**src/rtl/uart_transmitter.sv**
```systemverilog
// 8E1 UART transmitter: start, 8 data bits LSB first, even parity, one stop bit.
// Bit timing comes from a 16x oversampling tick derived from CLK_HZ and the latched baud code.
module uart_transmitter #(
    parameter int CLK_HZ = 50000000
) (
    input  logic       clk,
    input  logic       reset,
    input  logic [2:0] baud_select,
    input  logic       Tx_EN,
    input  logic       Tx_WR,
    input  logic [7:0] Tx_DATA,
    output logic       TxD,
    output logic       Tx_BUSY,
    output logic       Tx_DONE
);

    // Divisors are round(CLK_HZ / (16 * baud)), folded to constants at elaboration.
    localparam int DIV_300    = (CLK_HZ + 8 * 300)    / (16 * 300);
    localparam int DIV_1200   = (CLK_HZ + 8 * 1200)   / (16 * 1200);
    localparam int DIV_4800   = (CLK_HZ + 8 * 4800)   / (16 * 4800);
    localparam int DIV_9600   = (CLK_HZ + 8 * 9600)   / (16 * 9600);
    localparam int DIV_19200  = (CLK_HZ + 8 * 19200)  / (16 * 19200);
    localparam int DIV_38400  = (CLK_HZ + 8 * 38400)  / (16 * 38400);
    localparam int DIV_57600  = (CLK_HZ + 8 * 57600)  / (16 * 57600);
    localparam int DIV_115200 = (CLK_HZ + 8 * 115200) / (16 * 115200);
    localparam int DIV_W      = $clog2(DIV_300 + 1);

    typedef enum logic [2:0] {
        IDLE,
        START,
        DATA,
        PARITY,
        STOP
    } state_t;

    state_t           state_q, state_d;
    logic [DIV_W-1:0] div_cnt_q, div_cnt_d;
    logic [3:0]       tick_cnt_q, tick_cnt_d;
    logic [2:0]       bit_idx_q, bit_idx_d;
    logic [7:0]       data_q, data_d;
    logic [2:0]       baud_q, baud_d;
    logic             txd_q, txd_d;
    logic             busy_q, busy_d;
    logic             done_q, done_d;

    logic [DIV_W-1:0] div_last;
    logic             accept;
    logic             bit_end;

    always_comb begin
        div_last = DIV_W'(DIV_300 - 1);
        case (baud_q)
            3'b000:  div_last = DIV_W'(DIV_300 - 1);
            3'b001:  div_last = DIV_W'(DIV_1200 - 1);
            3'b010:  div_last = DIV_W'(DIV_4800 - 1);
            3'b011:  div_last = DIV_W'(DIV_9600 - 1);
            3'b100:  div_last = DIV_W'(DIV_19200 - 1);
            3'b101:  div_last = DIV_W'(DIV_38400 - 1);
            3'b110:  div_last = DIV_W'(DIV_57600 - 1);
            default: div_last = DIV_W'(DIV_115200 - 1);
        endcase
    end

    assign accept  = Tx_WR && Tx_EN && !busy_q;
    assign bit_end = (div_cnt_q == div_last) && (tick_cnt_q == 4'd15);

    always_ff @(posedge clk) begin
        if (reset) begin
            state_q    <= IDLE;
            div_cnt_q  <= '0;
            tick_cnt_q <= '0;
            bit_idx_q  <= '0;
            data_q     <= '0;
            baud_q     <= '0;
            txd_q      <= 1'b1;
            busy_q     <= 1'b0;
            done_q     <= 1'b0;
        end else begin
            state_q    <= state_d;
            div_cnt_q  <= div_cnt_d;
            tick_cnt_q <= tick_cnt_d;
            bit_idx_q  <= bit_idx_d;
            data_q     <= data_d;
            baud_q     <= baud_d;
            txd_q      <= txd_d;
            busy_q     <= busy_d;
            done_q     <= done_d;
        end
    end

    always_comb begin
        state_d    = state_q;
        div_cnt_d  = div_cnt_q;
        tick_cnt_d = tick_cnt_q;
        bit_idx_d  = bit_idx_q;
        data_d     = data_q;
        baud_d     = baud_q;

        if (state_q == IDLE) begin
            if (accept) begin
                state_d    = START;
                data_d     = Tx_DATA;
                baud_d     = baud_select;
                div_cnt_d  = '0;
                tick_cnt_d = '0;
                bit_idx_d  = '0;
            end
        end else begin
            // Tick and bit counters run free inside a frame, so bit edges never drift.
            if (div_cnt_q == div_last) begin
                div_cnt_d  = '0;
                tick_cnt_d = tick_cnt_q + 4'd1;
            end else begin
                div_cnt_d  = div_cnt_q + DIV_W'(1);
            end

            if (bit_end) begin
                case (state_q)
                    START: begin
                        state_d   = DATA;
                        bit_idx_d = '0;
                    end
                    DATA: begin
                        if (bit_idx_q == 3'd7) begin
                            state_d = PARITY;
                        end else begin
                            bit_idx_d = bit_idx_q + 3'd1;
                        end
                    end
                    PARITY:  state_d = STOP;
                    STOP:    state_d = IDLE;
                    default: state_d = IDLE;
                endcase
            end
        end
    end

    // Outputs are computed from the next state so TxD and Tx_BUSY come straight off flops.
    always_comb begin
        txd_d  = 1'b1;
        busy_d = (state_d != IDLE);
        done_d = (state_q == STOP) && bit_end;
        case (state_d)
            START:   txd_d = 1'b0;
            DATA:    txd_d = data_d[bit_idx_d];
            PARITY:  txd_d = ^data_d;
            default: txd_d = 1'b1;
        endcase
    end

    assign TxD     = txd_q;
    assign Tx_BUSY = busy_q;
    assign Tx_DONE = done_q;

endmodule
```
**config.mk**
```make
export PLATFORM = sky130hd
export DESIGN_NAME = uart_transmitter
export DESIGN_NICKNAME = d
export VERILOG_FILES = /design/src/rtl/uart_transmitter.sv
export SDC_FILE = /design/constraint.sdc
export NUM_CORES = 1
export LEC_CHECK = 0
export CAP_MARGIN = 20
export CORE_AREA = 2 2 74 69
export CTS_BUF_LIST = sky130_fd_sc_hd__clkbuf_16
export DETAILED_ROUTE_END_ITERATION = 10
export DIE_AREA = 0 0 76 71
export PLACE_DENSITY = 0.77
export SYNTH_ARGS = -nofsm -noshare
export SYNTH_HDL_FRONTEND = slang
export SYNTH_SLANG_ARGS = --single-unit
```
**constraint.sdc**
```tcl
create_clock -name clk -period 4.7 [get_ports clk]
set_input_delay 0.47 -clock clk [delete_from_list [all_inputs] [get_ports clk]]
set_output_delay 0.47 -clock clk [all_outputs]
set_load 0.02 [all_outputs]
```
# == After elaboration in Yosys (flattened, before gate mapping) ==
# Cells that the tools add are included.
# word_totals
reg_bits,38
out_inout_bits,3
# classes
n_mux,22
magnitude_cmp,1
reduce_logical,12
n_addsub,3
eq_ne,17
# ops
cell,count
14-bit case mux with 7 select lines,1
14-bit 2-to-1 mux,3
3-bit 2-to-1 mux,8
"3-bit by 2-bit == test with 1-bit output, second input constant",6
8-bit 2-to-1 mux,2
"3-bit == test, second input constant",5
"14-bit by 1-bit adder with 14-bit output, second input constant",1
14-bit == test,1
4-bit 2-to-1 mux,3
"3-bit by 1-bit == test with 1-bit output, second input constant",3
3-bit case mux with 3 select lines,1
8-bit parity,1
3-bit logical NOT,2
3-bit case mux with 2 select lines,1
"4-bit by 1-bit adder with 4-bit output, second input constant",1
"4-bit == test, second input constant",1
1-bit logical AND,4
"3-bit by 4-bit less-than comparator with 1-bit output, second input constant",1
2-bit AND reduction,2
"3-bit by 1-bit adder with 3-bit output, second input constant",1
1-bit binary-select mux with 3-bit select,1
1-bit case mux with 3 select lines,1
3-bit nonzero test,1
"2-bit inequality test, second input constant",1
3 further kinds,3

# == Depth between registers and ports, before layout ==
# logic_depth
word_depth,9
depth_mapped,12
depth_no_buf,10

# == Least setup slack after synthesis ==
# OpenSTA, ideal clock, no wires.
# synth_path
path_kind,flip-flop to flip-flop
startpoint,register baud_q[0]
endpoint,"register txd_q, in the netlist TxD"
setup_time_ns,0.133
t_arrival_ns,2.527
n_path_buf,2
path_stages_with_launch,12
synth_period_minus_slack_ns,2.660
setup_slack_ns,2.040
required_time_ns,4.567
cell_sequence,dfxtp_1 -> buf_4 -> nor2_1 -> xnor2_1 -> o221ai_1 -> nor4b_4 -> and3_1 -> buf_2 -> mux2i_2 -> a211oi_1 -> a2111oi_0 -> nor3_1
# synth_between
elab_chain_len,9
# synth_rtl
element,line_no,source
start: declaration,41,"logic [2:0] baud_q, baud_d;"
start signal: assignment,84,baud_q <= baud_d;
"3-bit == test, or another cell as far along",52,case (baud_q)
14-bit case mux with 7 select lines *,52,
14-bit == test *,65,assign bit_end = (div_cnt_q == div_last) && (tick_cnt_q == 4'd15);
1-bit logical AND *,65,
3-bit 2-to-1 mux,117,if (bit_end) begin
3-bit 2-to-1 mux,99,if (state_q == IDLE) begin
1-bit binary-select mux with 3-bit select,145,DATA: txd_d = data_d[bit_idx_d];
1-bit 2-to-1 mux (implied by the code),145,
1-bit case mux with 3 select lines *,143,case (state_d)
end signal: assignment,85,txd_q <= txd_d;
end: declaration,42,"logic txd_q, txd_d;"
# Every way passes the cells marked *; elsewhere a longest branch is shown, timed or not. The select of a mux whose other input is x is not followed.
# A chain may end at the register's enable or synchronous reset.

# == Worst setup path in the final report ==
# layout_path
startpoint,register state_q[0]
endpoint,"register txd_q, in the netlist TxD"
# layout_between
elab_chain_len,7
# layout_rtl
element,line_no,source
start: declaration,36,"state_t state_q, state_d;"
start signal: assignment,79,state_q <= state_d;
3-bit by 2-bit == test with 1-bit output / 3-bit by 1-bit == test with 1-bit output (equally long branches),118,case (state_q)
3-bit case mux with 2 select lines,118,
3-bit 2-to-1 mux,117,
3-bit 2-to-1 mux,99,
1-bit binary-select mux with 3-bit select,145,
1-bit 2-to-1 mux (implied by the code),145,
1-bit case mux with 3 select lines *,143,
# Marks and branches as above.

==> metrics.yaml <==
setup_path:
  start_kind: "register"
  path_cells: "nor3_2 -> nand3_1 -> a211o_1 -> a211oi_1 -> a211oi_1 -> o311ai_1 -> a21oi_1 -> a2111oi_0 -> nor3_1"
  crit_path_end: "TxD"
  r2r_slack_ps: 1510
  critPathKind: "reg -> reg"
  crit_required_ps: 4860
  regToRegEndpoint: "TxD"
  arrival_ps: 3350
  crit_path_end_kind: "register"
  slowest_stage: "nor3_2"
  reg2reg_from: "state_q[0]"
  crit_fanout: 15
  cpMostUsedCell: "a211oi_1"
  rr_worst_depth: 9
  critPathLaunch: "state_q[0]"
  max_stage_delay_ps: 760
die:
  die_y_um: 71
  start_util: 0.529
  die-area_um2: 5400
  num_rows: 24
  coreArea_um2: 4650
  num_io_pins: 18
  die_w_um: 76
route:
  via_count: 2356
  ant_nets: 0
  drtIter0Drc: 200
  vias_per_cell: 6.09
  drt_wl_total_um: 5730
  drtPass1Iterations: 4
  drc_errors: 0
  post_drt_wl_per_cell_um: 14.8
global_routing:
  grt_max_degree: 39
  grt_pass1_wl_um: 10000
  grtUsageTotal: 0.224
  antenna_found_initial: 0
  overflow: 0
  first_global_vias: 2149
clocking:
  htreeDepth: 2
  worstSkewPairLatency_ps: 280
  holdBufCountCts: 0
  cts_root_buf: "clkbuf_16"
  cts_setup_buffers: 0
  cts.sinks: 38
  cts_tree: "built"
  clk_pin_slew_ps: 60
  cts_max_path_buffers: 2
  cts_buffers: 5
  cts_resized: 0
finish:
  final_common_cell: "nor2_1"
  antennaDiodeCount: 0
  syn_to_final_growth_pct: 13.8
  final_cell_mix: "nor2_1, dfxtp_1, a21oi_1"
  multi_input_area_um2: 1580
  fillers: 434
  drive_gt1_frac: 0.0466
  regArea_um2: 761
  nNetsFinal: 339
timing:
  hold_violations: 0
  tightest_slew_ps: 868
  final.setup.tns_ps: 0
  maxSlewHeadroom: 0.418
  clock_skew_ps: 9.40
  rsz0062_at_grt: "no"
  drv_slew: 0
  setup_viol: 0
  fin_crit_ps: 3190
  period_share: 0.679
  fmaxAchievable_mhz: 314
  timing.hold.ws_ps: 471
synthesis:
  yosysWarningCount: 0
  syn_inst: 320
  synth_ff_type: "dfxtp_1"
  seq_area_frac_synth: 0.309
  synth_cell_types: 61
  yosysTopAreaCell: "dfxtp_1"
  syn-cell-area_um2: 2460
  synthTopCellsByArea: "dfxtp_1, nor2_1, and3_1"
  syn_avg_cell_area_um2: 7.69
  ys_ff_latch: 38
  synthArstFlopShare: 0
  synth_edf_count: 0
  yosys.area.top_type_share: 0.309
  synth_nets: 338
run_status:
  outcome: "complete, no violations"
power:
  ir_worst_vdd_v: 0.000202
  swShare: 0.248
  combPwrFrac: 0.154
  p_leak_nw: 1.03
  intPower_mw: 0.695
  powerDensity_nw_per_um2: 330
  pwr-share-seq: 0.377
  p_switching_mw: 0.229
  p_clk_frac: 0.469
placed_design:
  place_hpwl_um: 3930
  gp_congestion: 0.915
  portBuffers: 17
flow_run:
  drv_cap: 0
hold_path:
  hp-class: "reg -> reg"
-- through the flow --
step	util	setup slack [ps]	instance area, um2	std cells	power (mW)
global route	0.602	1170	2800	387	0.960
global placement	0.561	1460	2610	379	0.492
CTS	0.602	1490	2800	387	0.926
finish	0.602	1510	2800	387	0.924
detailed placement	0.561	1400	2610	379	0.494
floorplan	-	2040	2460	320	0.458
-- synth_stat cells (4+ instances only) --
| library cell | n |
|---|---|
| a21boi_0 | 6 |
| clkbuf_1 | 12 |
| and3_1 | 20 |
| nor3b_1 | 12 |
| o21ai_1 | 5 |
| or3_1 | 4 |
| nand2_1 | 20 |
| a21oi_1 | 23 |
| nand3_1 | 9 |
| o211a_1 | 4 |
| o21ai_0 | 18 |
| nor2_1 | 42 |
| dfxtp_1 | 38 |
| nor2b_1 | 6 |
| nor3_1 | 4 |
| buf_2 | 8 |
| a31oi_1 | 7 |
| a211oi_1 | 10 |
| and2_1 | 5 |
-- power by group through the flow --
| stage | Sequential, mW | Clock (mW) | Combinational [mW] |
|---|---|---|---|
| final | 0.348 | 0.434 | 0.142 |
| after global routing | 0.350 | 0.450 | 0.160 |
| after CTS | 0.347 | 0.437 | 0.141 |
| after detailed placement | 0.354 | 0 | 0.140 |
| after global placement | 0.354 | 0 | 0.138 |
| after floorplan | 0.348 | 0 | 0.110 |
-- layer usage --
metal  wire length, um  track usage
met1              2820        0.321
met2              2410        0.335
met3               390       0.0472
met4               107       0.0808
met5                 0            0
-- flip-flops by register name, summed over array words and instances (netlist names) --
register and cells:
data_q 8, baud_q 3, state_q 3, tick_cnt_q 4, Tx_DONE 1, Tx_BUSY 1
bit_idx_q 3, TxD 1, div_cnt_q 14
-- worst min path at each step --
stage | cells past startpoint | to | slack (ps) | start
finish | 2 | tick_cnt_q[3] | 470 | tick_cnt_q[3]
floorplan | 2 | tick_cnt_q[3] | 450 | tick_cnt_q[3]
CTS | 2 | tick_cnt_q[3] | 480 | tick_cnt_q[3]
detailed placement | 2 | tick_cnt_q[3] | 470 | tick_cnt_q[3]
global placement | 2 | tick_cnt_q[3] | 460 | tick_cnt_q[3]
global route | 2 | tick_cnt_q[3] | 510 | tick_cnt_q[3]
-- area by class of cell --
cell class	instances	share of cell area
clock inverters	3	0.0228
flip-flops and latches	38	0.272
inverters	3	0.00402
multi-input cells	255	0.565
clock buffers	5	0.0447
well taps	65	0.0290
repair buffers	18	0.0634
-- cells by family (layout without fill, tap and decap cells) --
| family | after synthesis | count (layout) | synth area share |
|---|---|---|---|
| compound gates | 102 | 102 | 0.276 |
| xor+xnor | 3 | 3 | 0.0107 |
| fa+ha+maj | 3 | 3 | 0.0153 |
| buf+inv | 27 | 29 | 0.0483 |
| flops | 38 | 38 | 0.309 |
| mux | 4 | 4 | 0.0178 |
| simple gates | 143 | 143 | 0.323 |
-- worst max-delay path: cells and delay by family, from the launching register on --
kind            cells  cell delay (ps)
compound gates      6             1470
flops               1              460
simple gates        3             1140
(Power assumes the default switching activity.)
